File: src/rtl/four_bit_signed_divider_pkg.sv
`default_nettype none
// ============================================================================
// Module      : calc_pkg
// Description : Shared definitions for the mini-calculator datapath.
//               - CALC_WIDTH : operand width (shared with the multiplier)
//               - div_state_e: divider FSM states
//               - c_DIV_ZERO_QUOT : quotient returned on divide-by-zero
// Revision    : 1.0 - initial release
// ============================================================================
package calc_pkg;

    localparam int CALC_WIDTH = 4;

    typedef enum logic [1:0] {
        IDLE = 2'd0,
        CALC = 2'd1,
        FIX  = 2'd2
    } div_state_e;

    // Truncated to the operand width at the point of use, giving all ones.
    localparam int signed c_DIV_ZERO_QUOT = -1;

endpackage : calc_pkg
`default_nettype wire

File: src/rtl/four_bit_signed_divider_if.sv
`default_nettype none
// ============================================================================
// Module      : four_bit_signed_divider_if
// Description : Start/done handshake and operand/result bundle of the signed
//               divider.
//   start                 request (master -> slave)
//   A, B                  dividend / divisor (master -> slave)
//   quotient, remainder   results (slave -> master)
//   busy, done            status / one-cycle completion pulse
//   div_by_zero, overflow flags for the last result
// Revision    : 1.0 - initial release
// ============================================================================
interface four_bit_signed_divider_if
    import calc_pkg::*;
#(
    parameter int WIDTH = CALC_WIDTH
) ();

    logic                    start;
    logic signed [WIDTH-1:0] A;
    logic signed [WIDTH-1:0] B;
    logic signed [WIDTH-1:0] quotient;
    logic signed [WIDTH-1:0] remainder;
    logic                    busy;
    logic                    done;
    logic                    div_by_zero;
    logic                    overflow;

    modport master (
        output start, A, B,
        input  quotient, remainder, busy, done, div_by_zero, overflow
    );

    modport slave (
        input  start, A, B,
        output quotient, remainder, busy, done, div_by_zero, overflow
    );

endinterface : four_bit_signed_divider_if
`default_nettype wire

File: src/rtl/four_bit_signed_divider_div_step.sv
`default_nettype none
// ============================================================================
// Module      : div_step
// Description : One combinational restoring-division iteration on unsigned
//               magnitudes.
//   i_prem    [WIDTH:0] current partial remainder
//   i_divisor [WIDTH:0] divisor magnitude
//   i_bit               next dividend bit (MSB first)
//   o_prem    [WIDTH:0] next partial remainder
//   o_qbit              quotient bit produced by this iteration
// Revision    : 1.0 - initial release
// ============================================================================
module div_step #(
    parameter int WIDTH = 4
) (
    input  wire logic [WIDTH:0] i_prem,
    input  wire logic [WIDTH:0] i_divisor,
    input  wire logic           i_bit,
    output logic      [WIDTH:0] o_prem,
    output logic                o_qbit
);

    // One extra bit so the shifted value can never wrap before the compare.
    logic [WIDTH+1:0] w_shifted;

    assign w_shifted = {i_prem, i_bit};
    assign o_qbit    = (w_shifted >= {1'b0, i_divisor});
    // Restoring form: keep the shifted value when the subtraction would go
    // negative. The kept value is always below 2*|B|, so it fits WIDTH+1 bits.
    assign o_prem    = o_qbit ? (WIDTH+1)'(w_shifted - {1'b0, i_divisor})
                              : w_shifted[WIDTH:0];

endmodule : div_step
`default_nettype wire

File: src/rtl/four_bit_signed_divider.sv
`default_nettype none
// ============================================================================
// Module      : four_bit_signed_divider
// Description : Sequential signed divider. Restoring shift-subtract on the
//               operand magnitudes (one bit per cycle, MSB first), followed
//               by a sign-fixup cycle. Truncates toward zero.
//   clk   rising-edge clock
//   rstn  synchronous active-low reset
//   bus   four_bit_signed_divider_if.slave (start/A/B in; quotient,
//         remainder, busy, done, div_by_zero, overflow out)
// Revision    : 1.0 - initial release
// ============================================================================
module four_bit_signed_divider
    import calc_pkg::*;
#(
    parameter int WIDTH = CALC_WIDTH
) (
    input  wire logic                clk,
    input  wire logic                rstn,
    four_bit_signed_divider_if.slave bus
);

    localparam int                CNT_W       = (WIDTH > 1) ? $clog2(WIDTH) : 1;
    localparam logic [CNT_W-1:0]  c_LAST_ITER = CNT_W'(WIDTH - 1);
    localparam logic [WIDTH-1:0]  c_DBZ_QUOT  = WIDTH'(c_DIV_ZERO_QUOT);

    div_state_e              r_state;
    div_state_e              w_state_next;

    logic                    r_sign_a;
    logic                    r_sign_b;
    logic                    r_dbz;
    // Holds |A| on entry; each iteration shifts a dividend bit out of the top
    // and a quotient bit in at the bottom, so it ends as |quotient|.
    logic [WIDTH-1:0]        r_dvd;
    logic [WIDTH:0]          r_mag_b;
    logic [WIDTH:0]          r_prem;
    logic [CNT_W-1:0]        r_cnt;

    logic [WIDTH:0]          w_prem_next;
    logic                    w_qbit;
    logic [WIDTH-1:0]        w_mag_a;
    logic [WIDTH-1:0]        w_mag_b;
    logic [WIDTH-1:0]        w_rem_mag;
    logic signed [WIDTH-1:0] w_quot_fix;
    logic signed [WIDTH-1:0] w_rem_fix;
    logic                    w_ovf;

    logic signed [WIDTH-1:0] r_quot;
    logic signed [WIDTH-1:0] r_rem;
    logic                    r_done;
    logic                    r_dbz_flag;
    logic                    r_ovf;

    // |most-negative| = 2^(WIDTH-1) still fits WIDTH unsigned bits.
    assign w_mag_a = bus.A[WIDTH-1] ? $unsigned(-bus.A) : $unsigned(bus.A);
    assign w_mag_b = bus.B[WIDTH-1] ? $unsigned(-bus.B) : $unsigned(bus.B);

    div_step #(
        .WIDTH (WIDTH)
    ) u_div_step (
        .i_prem    (r_prem),
        .i_divisor (r_mag_b),
        .i_bit     (r_dvd[WIDTH-1]),
        .o_prem    (w_prem_next),
        .o_qbit    (w_qbit)
    );

    // ------------------------------------------------------------------
    // FSM
    // ------------------------------------------------------------------
    always_ff @(posedge clk) begin
        if (!rstn) begin
            r_state <= IDLE;
        end else begin
            r_state <= w_state_next;
        end
    end

    always_comb begin
        w_state_next = r_state;
        case (r_state)
            IDLE: begin
                if (bus.start) begin
                    w_state_next = (bus.B == '0) ? FIX : CALC;
                end
            end
            CALC: begin
                if (r_cnt == c_LAST_ITER) begin
                    w_state_next = FIX;
                end
            end
            FIX:     w_state_next = IDLE;
            default: w_state_next = IDLE;
        endcase
    end

    // ------------------------------------------------------------------
    // Sign fixup
    // ------------------------------------------------------------------
    // On divide-by-zero no iteration ran, so r_dvd still holds |A| and the
    // same negate-if-A-negative rule rebuilds A as the remainder.
    assign w_rem_mag = r_dbz ? r_dvd : r_prem[WIDTH-1:0];
    // A positive-signed quotient whose magnitude has the MSB set can only be
    // most-negative / -1.
    assign w_ovf     = ~r_dbz & (r_sign_a == r_sign_b) & r_dvd[WIDTH-1];

    always_comb begin
        w_quot_fix = (r_sign_a ^ r_sign_b) ? -$signed(r_dvd) : $signed(r_dvd);
        if (r_dbz) begin
            w_quot_fix = $signed(c_DBZ_QUOT);
        end
        w_rem_fix = r_sign_a ? -$signed(w_rem_mag) : $signed(w_rem_mag);
    end

    // ------------------------------------------------------------------
    // Datapath and result registers
    // ------------------------------------------------------------------
    always_ff @(posedge clk) begin
        if (!rstn) begin
            r_sign_a   <= 1'b0;
            r_sign_b   <= 1'b0;
            r_dbz      <= 1'b0;
            r_dvd      <= '0;
            r_mag_b    <= '0;
            r_prem     <= '0;
            r_cnt      <= '0;
            r_quot     <= '0;
            r_rem      <= '0;
            r_done     <= 1'b0;
            r_dbz_flag <= 1'b0;
            r_ovf      <= 1'b0;
        end else begin
            r_done <= 1'b0;
            case (r_state)
                IDLE: begin
                    if (bus.start) begin
                        r_sign_a <= bus.A[WIDTH-1];
                        r_sign_b <= bus.B[WIDTH-1];
                        r_dbz    <= (bus.B == '0);
                        r_dvd    <= w_mag_a;
                        r_mag_b  <= {1'b0, w_mag_b};
                        r_prem   <= '0;
                        r_cnt    <= '0;
                    end
                end
                CALC: begin
                    r_prem <= w_prem_next;
                    r_dvd  <= {r_dvd[WIDTH-2:0], w_qbit};
                    r_cnt  <= r_cnt + 1'b1;
                end
                FIX: begin
                    r_quot     <= w_quot_fix;
                    r_rem      <= w_rem_fix;
                    r_dbz_flag <= r_dbz;
                    r_ovf      <= w_ovf;
                    r_done     <= 1'b1;
                end
                default: ;
            endcase
        end
    end

    assign bus.quotient    = r_quot;
    assign bus.remainder   = r_rem;
    assign bus.busy        = (r_state != IDLE);
    assign bus.done        = r_done;
    assign bus.div_by_zero = r_dbz_flag;
    assign bus.overflow    = r_ovf;

endmodule : four_bit_signed_divider
`default_nettype wire

File: src/flat_wrapper.sv
// flat-port wrapper written by rule: the top's interface ports become plain ports
module four_bit_signed_divider_flat import calc_pkg::*;
#(
    parameter int WIDTH = CALC_WIDTH
)
  (clk, rstn, bus_start, bus_A, bus_B, bus_quotient, bus_remainder, bus_busy, bus_done, bus_div_by_zero, bus_overflow);
  four_bit_signed_divider_if #(.WIDTH(WIDTH)) bus_i ();
  input  wire logic clk;
  input  wire logic rstn;
  input wire logic [$bits(bus_i.start)-1:0] bus_start;
  input wire logic [$bits(bus_i.A)-1:0] bus_A;
  input wire logic [$bits(bus_i.B)-1:0] bus_B;
  output wire logic [$bits(bus_i.quotient)-1:0] bus_quotient;
  output wire logic [$bits(bus_i.remainder)-1:0] bus_remainder;
  output wire logic [$bits(bus_i.busy)-1:0] bus_busy;
  output wire logic [$bits(bus_i.done)-1:0] bus_done;
  output wire logic [$bits(bus_i.div_by_zero)-1:0] bus_div_by_zero;
  output wire logic [$bits(bus_i.overflow)-1:0] bus_overflow;
  assign bus_i.start = bus_start;
  assign bus_i.A = bus_A;
  assign bus_i.B = bus_B;
  assign bus_quotient = bus_i.quotient;
  assign bus_remainder = bus_i.remainder;
  assign bus_busy = bus_i.busy;
  assign bus_done = bus_i.done;
  assign bus_div_by_zero = bus_i.div_by_zero;
  assign bus_overflow = bus_i.overflow;
  four_bit_signed_divider #(.WIDTH(WIDTH)) u_core (.clk(clk), .rstn(rstn), .bus(bus_i));
endmodule
File: config.mk
export PLATFORM = sky130hd
export DESIGN_NAME = four_bit_signed_divider_flat
export DESIGN_NICKNAME = d
export VERILOG_FILES = /design/src/rtl/four_bit_signed_divider_pkg.sv /design/src/rtl/four_bit_signed_divider_if.sv /design/src/rtl/four_bit_signed_divider_div_step.sv /design/src/rtl/four_bit_signed_divider.sv /design/src/flat_wrapper.sv
export SDC_FILE = /design/constraint.sdc
export NUM_CORES = 1
export LEC_CHECK = 0
export ABC_AREA = 0
export BUFFER_PORTS_ARGS = -buffer_cell sky130_fd_sc_hd__buf_2
export CAP_MARGIN = 20
export CORE_MARGIN = 8
export CORE_UTILIZATION = 51
export DETAILED_ROUTE_END_ITERATION = 6
export GPL_TIMING_DRIVEN = 0
export PLACE_DENSITY_LB_ADDON = 0.25
export REMOVE_ABC_BUFFERS = 1
export SYNTH_ARGS = -nofsm -noshare
export SYNTH_HDL_FRONTEND = slang
export SYNTH_SLANG_ARGS = --single-unit
File: constraint.sdc
create_clock -name clk -period 1.95 [get_ports clk]
set_input_delay 0.195 -clock clk [delete_from_list [all_inputs] [get_ports clk]]
set_output_delay 0.195 -clock clk [all_outputs]
set_load 0.03 [all_outputs]
==> metrics.md, run 1 <==
| Metric | Value |
|---|---|
| Post-CTS setup buffer count | `0` |
| Mapped Cells | `206` |
| Post-synthesis sequential area ratio | `0.3581` |
| H-tree Lvls | `2` |
| Worst r2r src | `u_core.r_dvd[3]` |
| CP startpoint | `u_core.r_dvd[3]` |
| DR pass1 iterations | `4` |
| Post-Synth Simple-Gate Area | `0.2419` |
| P&R area growth vs syn | `11.48%` |
| Status | `finished, final reports clean` |
| Antenna violations before repair | `0` |
| Met3 Usage GRT | `0.04178` |
| Vias post-DR | `between 1000 and 1500` |
| Placed inst area | `0.001848 mm^2` |
| Largest net degree at the start of global routing | `32` |
| Ant diodes | `0` |
| Post-route ant nets | `0` |
| CP Class | `reg -> reg` |
| Top-level I/O count | `23` |
| Estimated wirelength of the detail-placed design | `around 2.5 mm` |
| Aggregate routed wire length | `3.468 mm` |
| Synth Register Bits | `31` |
| GR Layer Usage met1 | `0.1699` |
| GR peak layer | `met2` |
| CP required | `between 2 and 2.5 ns` |
| Tmin final | `roughly 1.8 ns` |
| Final Instance Area | `0.001932 mm^2` |
| Overflow after GRT | `0` |
| Crit path arrival time | `2.01 ns` |
| Layout cells sized above 1 | `0.1711` |
| Vias in the first global route | `approximately 1300` |
| Slew Limit Headroom | `0.6308` |
| DR iter-0 viols | `97` |
| Compound-Gate Fraction of Synth Area | `0.1957` |
| Synth Flop Type | `dfxtp_1` |
| Distinct cells, synth | `45` |
| CTS max path bufs | `2` |
| Synth Area in Adders | `0.07653` |
| IO Port Bufs | `22` |
| YS warnings | `0` |
| Layout fillers | `about 340` |
| Setup TNS | `0 ns` |
| Row count | `21` |
| Fmax | `approximately 560 MHz` |
| CP Launch Type | `flip-flop` |
| Commonest non-fill, non-tap cell in the layout | `nand2_1` |
| RSZ-0062 raised after global routing | `false` |
| Post-Synth XOR/XNOR Area | `0.04549` |
| Hold Fails Final Rpt | `0` |
| Clock-pin slew on the worst setup and hold paths | `around 0.09 ns` |
| Critical Path Fanout Max | `6` |
| Post-CTS Hold Buffers | `0` |
| Nets | `248` |
| Post-synth EDFFs | `0` |
| Clk Latency, worst-skew pair | `0.33 ns` |
| Final setup vio count | `0` |
| CTS tree | `yes` |
| Clock skew | `0.005294 ns` |
| Maxcap violations | `0` |
| Worst r2r path cells | `7` |
| Power Total | `between 1 and 1.5 mW` |
| Largest family of logic cells by synthesized area | `simple AND/OR/NAND/NOR gates` |
| Global-route wire length before repair | `between 5 and 6 mm` |
| GP Congestion | `between 0.8 and 0.9` |
| Mapped Area | `~0.0017 mm^2` |
| Worst hold path class | `in -> reg` |
| Worst-Margin Slew | `between 0.5 and 0.6 ns` |
| Die width | `approximately 74 um` |
| Crit end category | `flip-flop` |
| DIE HEIGHT | `74.29 um` |
| Maximum vdd ir drop | `between 0.0004 and 0.0005 V` |
| Ys async rst share | `0` |
| DRC violations left | `0` |
| Initial cell density of the core | `0.5234` |
| DR vias/cell | `5.270` |
| Hold Path Origin | `bus_B[0]` |
| Leak | `a little over 0.8 nW` |
| Mean routed wirelength per cell | `12.66 um` |
| CTS Root Cell | `clkbuf_4` |
| Fin crit share | `0.9093` |
| CTS Sinks | `31` |
| Total CTS buffers | `5` |
| Met2 Use GR | `0.2227` |
| Pwr per Cell Area | `about 730 mW/mm^2` |
| Final slew viol count | `0` |
| Total GRT Usage | `0.1393` |
| Most frequent cells in the layout | `nand2_1, dfxtp_1, buf_2, inv_1, o21ai_0` |
| Core box area | `roughly 0.0033 mm^2` |
| Worst hold stages | `3` |
| Syn_area_per_cell | `roughly 8.4 um^2` |
| Die Area | `approximately 0.0055 mm^2` |
| Multiplexer share of the synthesized area | `0.02383` |
## power by group
part	internal [mW]	switching (mW)	total, mW
clock network	0.140	0.220	0.361
registers	0.665	0.0445	0.709
logic	0.150	0.191	0.341
total	0.955	0.456	1.41
## registers in the layout, summed over array words and instances, names as in the netlist, 2 cells and up
signal	cells
u_core.bus.quotient	4
u_core.bus.remainder	4
u_core.r_cnt	2
u_core.r_dvd	4
u_core.r_mag_b	4
u_core.r_prem	5
u_core.r_state	2
## cells in the mapped netlist, types with 3 or more instances
cell type,instances,share of area
a21boi_0,9,0.039
a21oi_1,7,0.020
and2_1,5,0.018
buf_2,3,0.0087
clkbuf_1,4,0.0087
dfxtp_1,31,0.36
ha_1,9,0.065
inv_1,13,0.028
mux2i_1,3,0.017
nand2_1,35,0.076
nand2b_1,6,0.022
nand3_1,4,0.012
nand4_1,3,0.011
nor2_1,7,0.015
nor2b_1,4,0.014
nor3_1,4,0.012
o211a_1,4,0.023
o21ai_0,12,0.035
o31ai_1,5,0.022
xnor2_1,9,0.045
## logic make-up (layout without fill, tap and decap cells)
group | Yosys count | after routing
xor+xnor | 9 | 9
fa+ha+maj | 10 | 10
compound gates | 49 | 50
buf+inv | 22 | 43
flops | 31 | 31
simple gates | 81 | 81
mux | 4 | 4
## path summary, 6_finish.rpt
path / to / slack (ns)
max: u_core.r_prem[0] / 0.18
min: u_core.r_mag_b[0] / 0.12
max reg2reg: u_core.r_prem[0] / 0.18
min reg2reg: u_core.bus.overflow / 0.46
## timing repair
item | in CTS | in global routing
gates cloned | 1 | 0
endpoints found under the setup margin | 6 | 5
gates resized for setup | 5 | 2
endpoints found under the hold margin | 0 | 0
pin swaps | 1 | 3
## metal layers
| layer | share of wire | vias to the layer above |
|---|---|---|
| met5 | 0 | - |
| met4 | 0.0098 | 0 |
| met3 | 0.061 | 5 |
| met2 | 0.48 | 30 |
| met1 | 0.45 | 651 |
| li1 | - | 758 |
## worst max-delay path: stages, from the launching register on
cell      delay [ns]
dfxtp_4         0.39
inv_1           0.06
ha_1            0.23
fa_2            0.35
nand2b_4        0.17
a21oi_4         0.20
nor3_1          0.08
o31ai_1         0.20
## metrics by stage
stage | std cells | worst slack, ns | utilization | hold WS, ns
2_1_floorplan | 197 | -0.07171 | - | 0.3167
5_1_grt | 274 | 0.02921 | 0.5835 | 0.1136
3_3_place_gp | 265 | -0.3745 | 0.5582 | 0.4468
3_5_place_dp | 265 | -0.4134 | 0.5582 | 0.4543
4_1_cts | 274 | 0.005887 | 0.5813 | 0.1084
6_report | 274 | 0.1768 | 0.5835 | 0.1242
## final cells by class
| class | count | area, um^2 | area share |
|---|---|---|---|
| Multi-Input combinational cell | 154 | 1041 | 0.5389 |
| Sequential cell | 31 | 624.3 | 0.3232 |
| Timing Repair Buffer | 22 | 110.1 | 0.05700 |
| Tap cell | 46 | 57.56 | 0.02979 |
| Inverter | 13 | 48.80 | 0.02526 |
| Clock buffer | 7 | 45.04 | 0.02332 |
| Clock inverter | 1 | 5.005 | 0.002591 |
(Power assumes the default switching activity.)
==> inputs of run 2 (changes only) <==
- CORE_ASPECT_RATIO: not set -> 0.9
==> metrics.md, run 2 (synthesis results as in run 1) <==
| Metric | Value |
|---|---|
| Row count | `20 (-4.8%)` |
| Global-route wire length before repair | `6.734 mm (+13%)` |
| DR pass1 iterations | `5 (+1)` |
| Die width | `77.45 um (+4.2%)` |
| H-tree Lvls | `2 (unchanged)` |
| Tmin final | `1.843 ns (+0.06999 ns)` |
| Cells after DPL | `263 (-0.75%)` |
| CP Class | `reg -> reg` |
| Post-route ant nets | `0 (unchanged)` |
| Final setup vio count | `0 (unchanged)` |
| Layout fillers | `314 (-7.4%)` |
| Total CTS buffers | `5 (unchanged)` |
| Largest net degree at the start of global routing | `32 (unchanged)` |
| GP Congestion | `0.7638 (-7.1%)` |
| Critical Path Fanout Max | `6 (unchanged)` |
| Place WS | `-0.4294 ns (-0.01598 ns)` |
| Fin crit share | `0.9452 (+0.03589)` |
| Estimated wirelength of the detail-placed design | `2.688 mm (+5.7%)` |
| Clock-pin slew on the worst setup and hold paths | `0.06 ns (-0.03 ns)` |
| Antenna violations before repair | `0 (unchanged)` |
| Overflow after GRT | `0 (unchanged)` |
| Crit path arrival time | `2.04 ns (+0.03 ns)` |
| DRC violations left | `0 (unchanged)` |
| Clk Latency, worst-skew pair | `0.28 ns (-0.05 ns)` |
| Vias in the first global route | `1485 (+10%)` |
| Crit end category | `flip-flop` |
| Max reg flops | `5 (unchanged)` |
| Most frequent cells in the layout | `nand2_1, dfxtp_1, buf_2, inv_1, o21ai_0` |
| P&R area growth vs syn | `13.57%` |
| Layout cells sized above 1 | `0.1711 (unchanged)` |
| Largest reg by FF count | `u_core.r_prem` |
| Vias post-DR | `1504 (+4.2%)` |
| Slew Limit Headroom | `0.6320 (+0.001192)` |
| CTS Sinks | `31 (unchanged)` |
| CTS max path bufs | `2 (unchanged)` |
| Reg area | `624.3 um^2 (unchanged)` |
| CP required | `2.15 ns (-0.04 ns)` |
| Non-filler cells in the finished layout | `272 (-0.73%)` |
| Worst r2r path cells | `7 (unchanged)` |
| CTS tree | `yes` |
| Commonest non-fill, non-tap cell in the layout | `nand2_1` |
| Status | `finished, final reports clean` |
| RSZ-0062 raised after global routing | `false` |
| Aggregate routed wire length | `3.724 mm (+7.4%)` |
| CP Launch Type | `flip-flop` |
| Hold Fails Final Rpt | `0 (unchanged)` |
| DR vias/cell | `5.529 (+4.9%)` |
| WHS | `0.1717 ns (+0.04752 ns)` |
| Final worst slack | `0.1068 ns (-0.06999 ns)` |
| Final slew viol count | `0 (unchanged)` |
| Worst hold stages | `3 (unchanged)` |
| Worst hold path class | `in -> reg` |
| Die Area | `0.005522 mm^2 (about the same)` |
| DR iter-0 viols | `125 (+29%)` |
| Leak | `0.8396 nW (+1.7%)` |
| Total GRT Usage | `0.1475 (+0.008224)` |
| Ant diodes | `0 (unchanged)` |
| Mean routed wirelength per cell | `13.69 um (+8.2%)` |
| Maxcap violations | `0 (unchanged)` |
| Fin util | `0.5958 (+0.01231)` |
| Maximum vdd ir drop | `0.0005380 V (+11%)` |
| Worst-Margin Slew | `0.5508 ns (-0.001785 ns)` |
| Multi-input combinational cell area | `0.001049 mm^2 (+0.72%)` |
| Nets | `248 (unchanged)` |
| Top-level I/O count | `23 (unchanged)` |
| Initial cell density of the core | `0.5246 (+0.001190)` |
| IO Port Bufs | `22 (unchanged)` |
| Pwr per Cell Area | `789.4 mW/mm^2 (+8.1%)` |
| Post-CTS Hold Buffers | `0 (unchanged)` |
| Clock skew | `0.004082 ns (-0.001213 ns)` |
| CTS Root Cell | `clkbuf_8` |
| Core box area | `0.003303 mm^2 (-0.23%)` |
| Fmax | `542.5 MHz (-3.8%)` |
| DIE HEIGHT | `71.30 um (-4.0%)` |
## run 2: timing repair
action	4_1_cts	5_1_grt
cloned	1	0
pin swaps	1	2
endpoints found under the setup margin	6	4
gates resized for setup	6	2
setup buffers	0	0
## run 2: cell type report
class                      count  share of cell area
multi-input combinational    154              0.5327
sequential                    31              0.3172
timing repair buffer          22             0.05594
clock buffer                   7             0.03878
tap                           44             0.02797
inverter                      13             0.02479
clock inverter                 1            0.002543
## run 2: worst max-delay path, stage by stage, from the launching register on
cell and delay (ns):
dfxtp_4 0.38, inv_1 0.07, ha_1 0.23, fa_2 0.35
nand2b_4 0.18, a21oi_4 0.23, nor3_1 0.08, o31ai_1 0.23
## run 2: stage by stage
stage,TNS [ns],power [mW],area (um^2)
2_1_floorplan,-0.2945,0.9491,1680
3_3_place_gp,-2.336,1.032,1846
3_5_place_dp,-2.394,1.038,1846
4_1_cts,0,1.554,1958
5_1_grt,0,1.653,1968
6_report,0,1.554,1968
## run 2: path summary, 6_finish.rpt
| check | slack (ns) | to | startpoint |
|---|---|---|---|
| worst min register to register | 0.46 | u_core.bus.div_by_zero | u_core.bus.div_by_zero |
| worst min-delay path | 0.17 | u_core.r_mag_b[0] | bus_B[0] |
| worst max-delay path | 0.11 | u_core.r_dvd[0] | u_core.r_dvd[3] |
| worst max register to register | 0.11 | u_core.r_dvd[0] | u_core.r_dvd[3] |
## run 2: per-layer routing
layer | share of wire | global-route usage | vias to the layer above | routed length, um
met5 | 0 | 0 | - | 0
met2 | 0.46 | 0.2318 | 47 | 1708
met4 | 0.0094 | 0.05649 | 0 | 35
met3 | 0.065 | 0.06250 | 6 | 242
li1 | - | - | 762 | -
met1 | 0.47 | 0.1741 | 689 | 1737
## run 2: power by group
| group | switching (mW) | total (mW) | internal (mW) |
|---|---|---|---|
| Sequential | 0.0459 | 0.711 | 0.666 |
| Combinational | 0.204 | 0.359 | 0.154 |
| Clock | 0.234 | 0.484 | 0.250 |
| Total | 0.484 | 1.55 | 1.07 |
==> inputs of run 3 (changes only) <==
- CORE_MARGIN: 8 -> 5
- clock period: 1.95 -> 1.65 ns (I/O delays scaled with it)
==> metrics.md, run 3 (synthesis results as in run 1) <==
| Metric | Value |
|---|---|
| CTS max path bufs | `2 (unchanged)` |
| Most frequent cells in the layout | `nand2_1, dfxtp_1, buf_2, inv_1, o21ai_0` |
| Clk Latency, worst-skew pair | `0.28 ns (about the same)` |
| Final slew viol count | `0 (unchanged)` |
| Place WS | `-0.6789 ns (-0.2495 ns)` |
| Tmin final | `1.636 ns (-0.2077 ns)` |
| Layout cells sized above 1 | `0.2237 (+0.05263)` |
| Vias in the first global route | `1433 (-3.5%)` |
| Largest net degree at the start of global routing | `32 (unchanged)` |
| Worst hold path class | `in -> reg` |
| Clock skew | `0.003161 ns (-0.0009205 ns)` |
| Fin crit share | `0.9912 (+0.04600)` |
| Core box area | `0.003328 mm^2 (+0.76%)` |
| Total GRT Usage | `0.1748 (+0.02729)` |
| CP Class | `reg -> reg` |
| P&R area growth vs syn | `17.33%` |
| IO Port Bufs | `22 (unchanged)` |
| Final worst slack | `0.01450 ns (-0.09233 ns)` |
| Pwr per Cell Area | `905.8 mW/mm^2 (+15%)` |
| Worst r2r src | `u_core.r_dvd[3]` |
| Global-route wire length before repair | `6.465 mm (-4.0%)` |
| DR pass1 iterations | `4 (-1)` |
| CP Launch Type | `flip-flop` |
| Die width | `71.45 um (-7.7%)` |
| DIE HEIGHT | `65.30 um (-8.4%)` |
| Hold Path Origin | `bus_B[0]` |
| Worst-Margin Slew | `0.5540 ns (+0.003247 ns)` |
| Row count | `20 (unchanged)` |
| Crit path arrival time | `1.82 ns (-0.22 ns)` |
| Post-CTS Hold Buffers | `0 (unchanged)` |
| Critical Path Fanout Max | `6 (unchanged)` |
| Overflow after GRT | `0 (unchanged)` |
| DRC violations left | `0 (unchanged)` |
| Hold Fails Final Rpt | `0 (unchanged)` |
| Post-route ant nets | `0 (unchanged)` |
| Estimated wirelength of the detail-placed design | `2.538 mm (-5.6%)` |
| Ant diodes | `0 (unchanged)` |
| GP Congestion | `0.8033 (+5.2%)` |
| Max reg flops | `5 (unchanged)` |
| Antenna violations before repair | `0 (unchanged)` |
| CTS Root Cell | `clkbuf_8` |
| Placed inst area | `0.001846 mm^2 (unchanged)` |
| Clock-pin slew on the worst setup and hold paths | `0.06 ns (about the same)` |
| Aggregate routed wire length | `3.663 mm (-1.6%)` |
| Commonest non-fill, non-tap cell in the layout | `nand2_1` |
| Status | `finished, final reports clean` |
| CP startpoint | `u_core.r_dvd[3]` |
| CTS Sinks | `31 (unchanged)` |
| DR iter-0 viols | `69 (-45%)` |
| CTS tree | `yes` |
| H-tree Lvls | `2 (unchanged)` |
| Die Area | `0.004665 mm^2 (-16%)` |
| Top-level I/O count | `23 (unchanged)` |
| Total CTS buffers | `5 (unchanged)` |
| Nets | `250 (+0.81%)` |
| Leak | `0.8512 nW (+1.4%)` |
| Power Total | `1.842 mW (+19%)` |
| Mean routed wirelength per cell | `13.47 um (-1.6%)` |
| Layout fillers | `296 (-5.7%)` |
| RSZ-0062 raised after global routing | `true` |
| Slew Limit Headroom | `0.6299 (-0.002169)` |
| Maximum vdd ir drop | `0.0006846 V (+27%)` |
| DR vias/cell | `5.382 (-2.7%)` |
| Initial cell density of the core | `0.5207 (-0.003945)` |
| Vias post-DR | `1464 (-2.7%)` |
| Maxcap violations | `0 (unchanged)` |
| CP required | `1.84 ns (-0.31 ns)` |
| Largest reg by FF count | `u_core.r_prem` |
| Final Instance Area | `0.002033 mm^2 (+3.3%)` |
| Fmax | `611.4 MHz (+13%)` |
| Final setup vio count | `0 (unchanged)` |
| Crit end category | `flip-flop` |
-- run 3: cell types whose count changed in the layout (fill, tap and decap cells not counted), sizes merged --
cell    previous run  this run
buf               22        24
clkbuf             7         6
clkinv             1         0
-- run 3: worst paths after layout --
check / end / slack [ns] / cells past startpoint
setup / recovery: u_core.r_dvd[0] / 0.01 / 7
hold / removal: u_core.r_mag_b[0] / 0.15 / 3
setup reg to reg: u_core.r_dvd[0] / 0.01 / 7
hold reg to reg: u_core.bus.overflow / 0.47 / 2
-- run 3: what timing repair did --
| action | CTS | global route |
|---|---|---|
| setup buffers | 2 | 0 |
| endpoints found under the setup margin | 6 | 7 |
| gates resized for setup | 15 | 7 |
| cloned | 1 | 0 |
| pin swaps | 3 | 7 |
-- run 3: cell type report --
type	instances	area, um^2	share of cell area
repair buffers	24	125.1	0.06154
multi-input cells	154	1104	0.5428
clock buffers	6	72.57	0.03569
flip-flops and latches	31	628.1	0.3089
inverters	13	48.80	0.02400
well taps	44	55.05	0.02708
-- run 3: critical path, cell delays in order, from the launching register on --
cell	delay, ns
dfxtp_4	0.35
inv_2	0.05
ha_4	0.15
fa_2	0.33
nand2b_4	0.18
a21oi_4	0.21
nor3_1	0.08
o31ai_1	0.19
-- run 3: per-layer routing --
layer,global-route usage,vias up,wire [um]
li1,-,761,-
met1,0.2307,660,1796
met2,0.2729,38,1595
met3,0.04740,5,239
met4,0.06338,0,31
met5,0,-,0
-- run 3: power breakdown --
group | switching, mW | leakage (nW) | internal (mW) | total [mW]
Combinational | 0.257 | 0.560 | 0.210 | 0.467
Sequential | 0.0552 | 0.254 | 0.788 | 0.843
Clock | 0.251 | 0.0371 | 0.280 | 0.531
Total | 0.564 | 0.851 | 1.28 | 1.84
-- run 3: stage by stage --
| step | setup TNS, ns | utilization | instances | hold WS (ns) |
|---|---|---|---|---|
| 6_report | 0 | 0.6109 | 272 | 0.1538 |
| 5_1_grt | -0.2146 | 0.6109 | 272 | 0.1596 |
| 4_1_cts | 0 | 0.6019 | 272 | 0.1504 |
| 3_5_place_dp | -3.905 | 0.5545 | 263 | 0.4462 |
| 3_3_place_gp | -3.993 | 0.5545 | 263 | 0.4387 |
| 2_1_floorplan | -2.095 | - | 197 | 0.2867 |
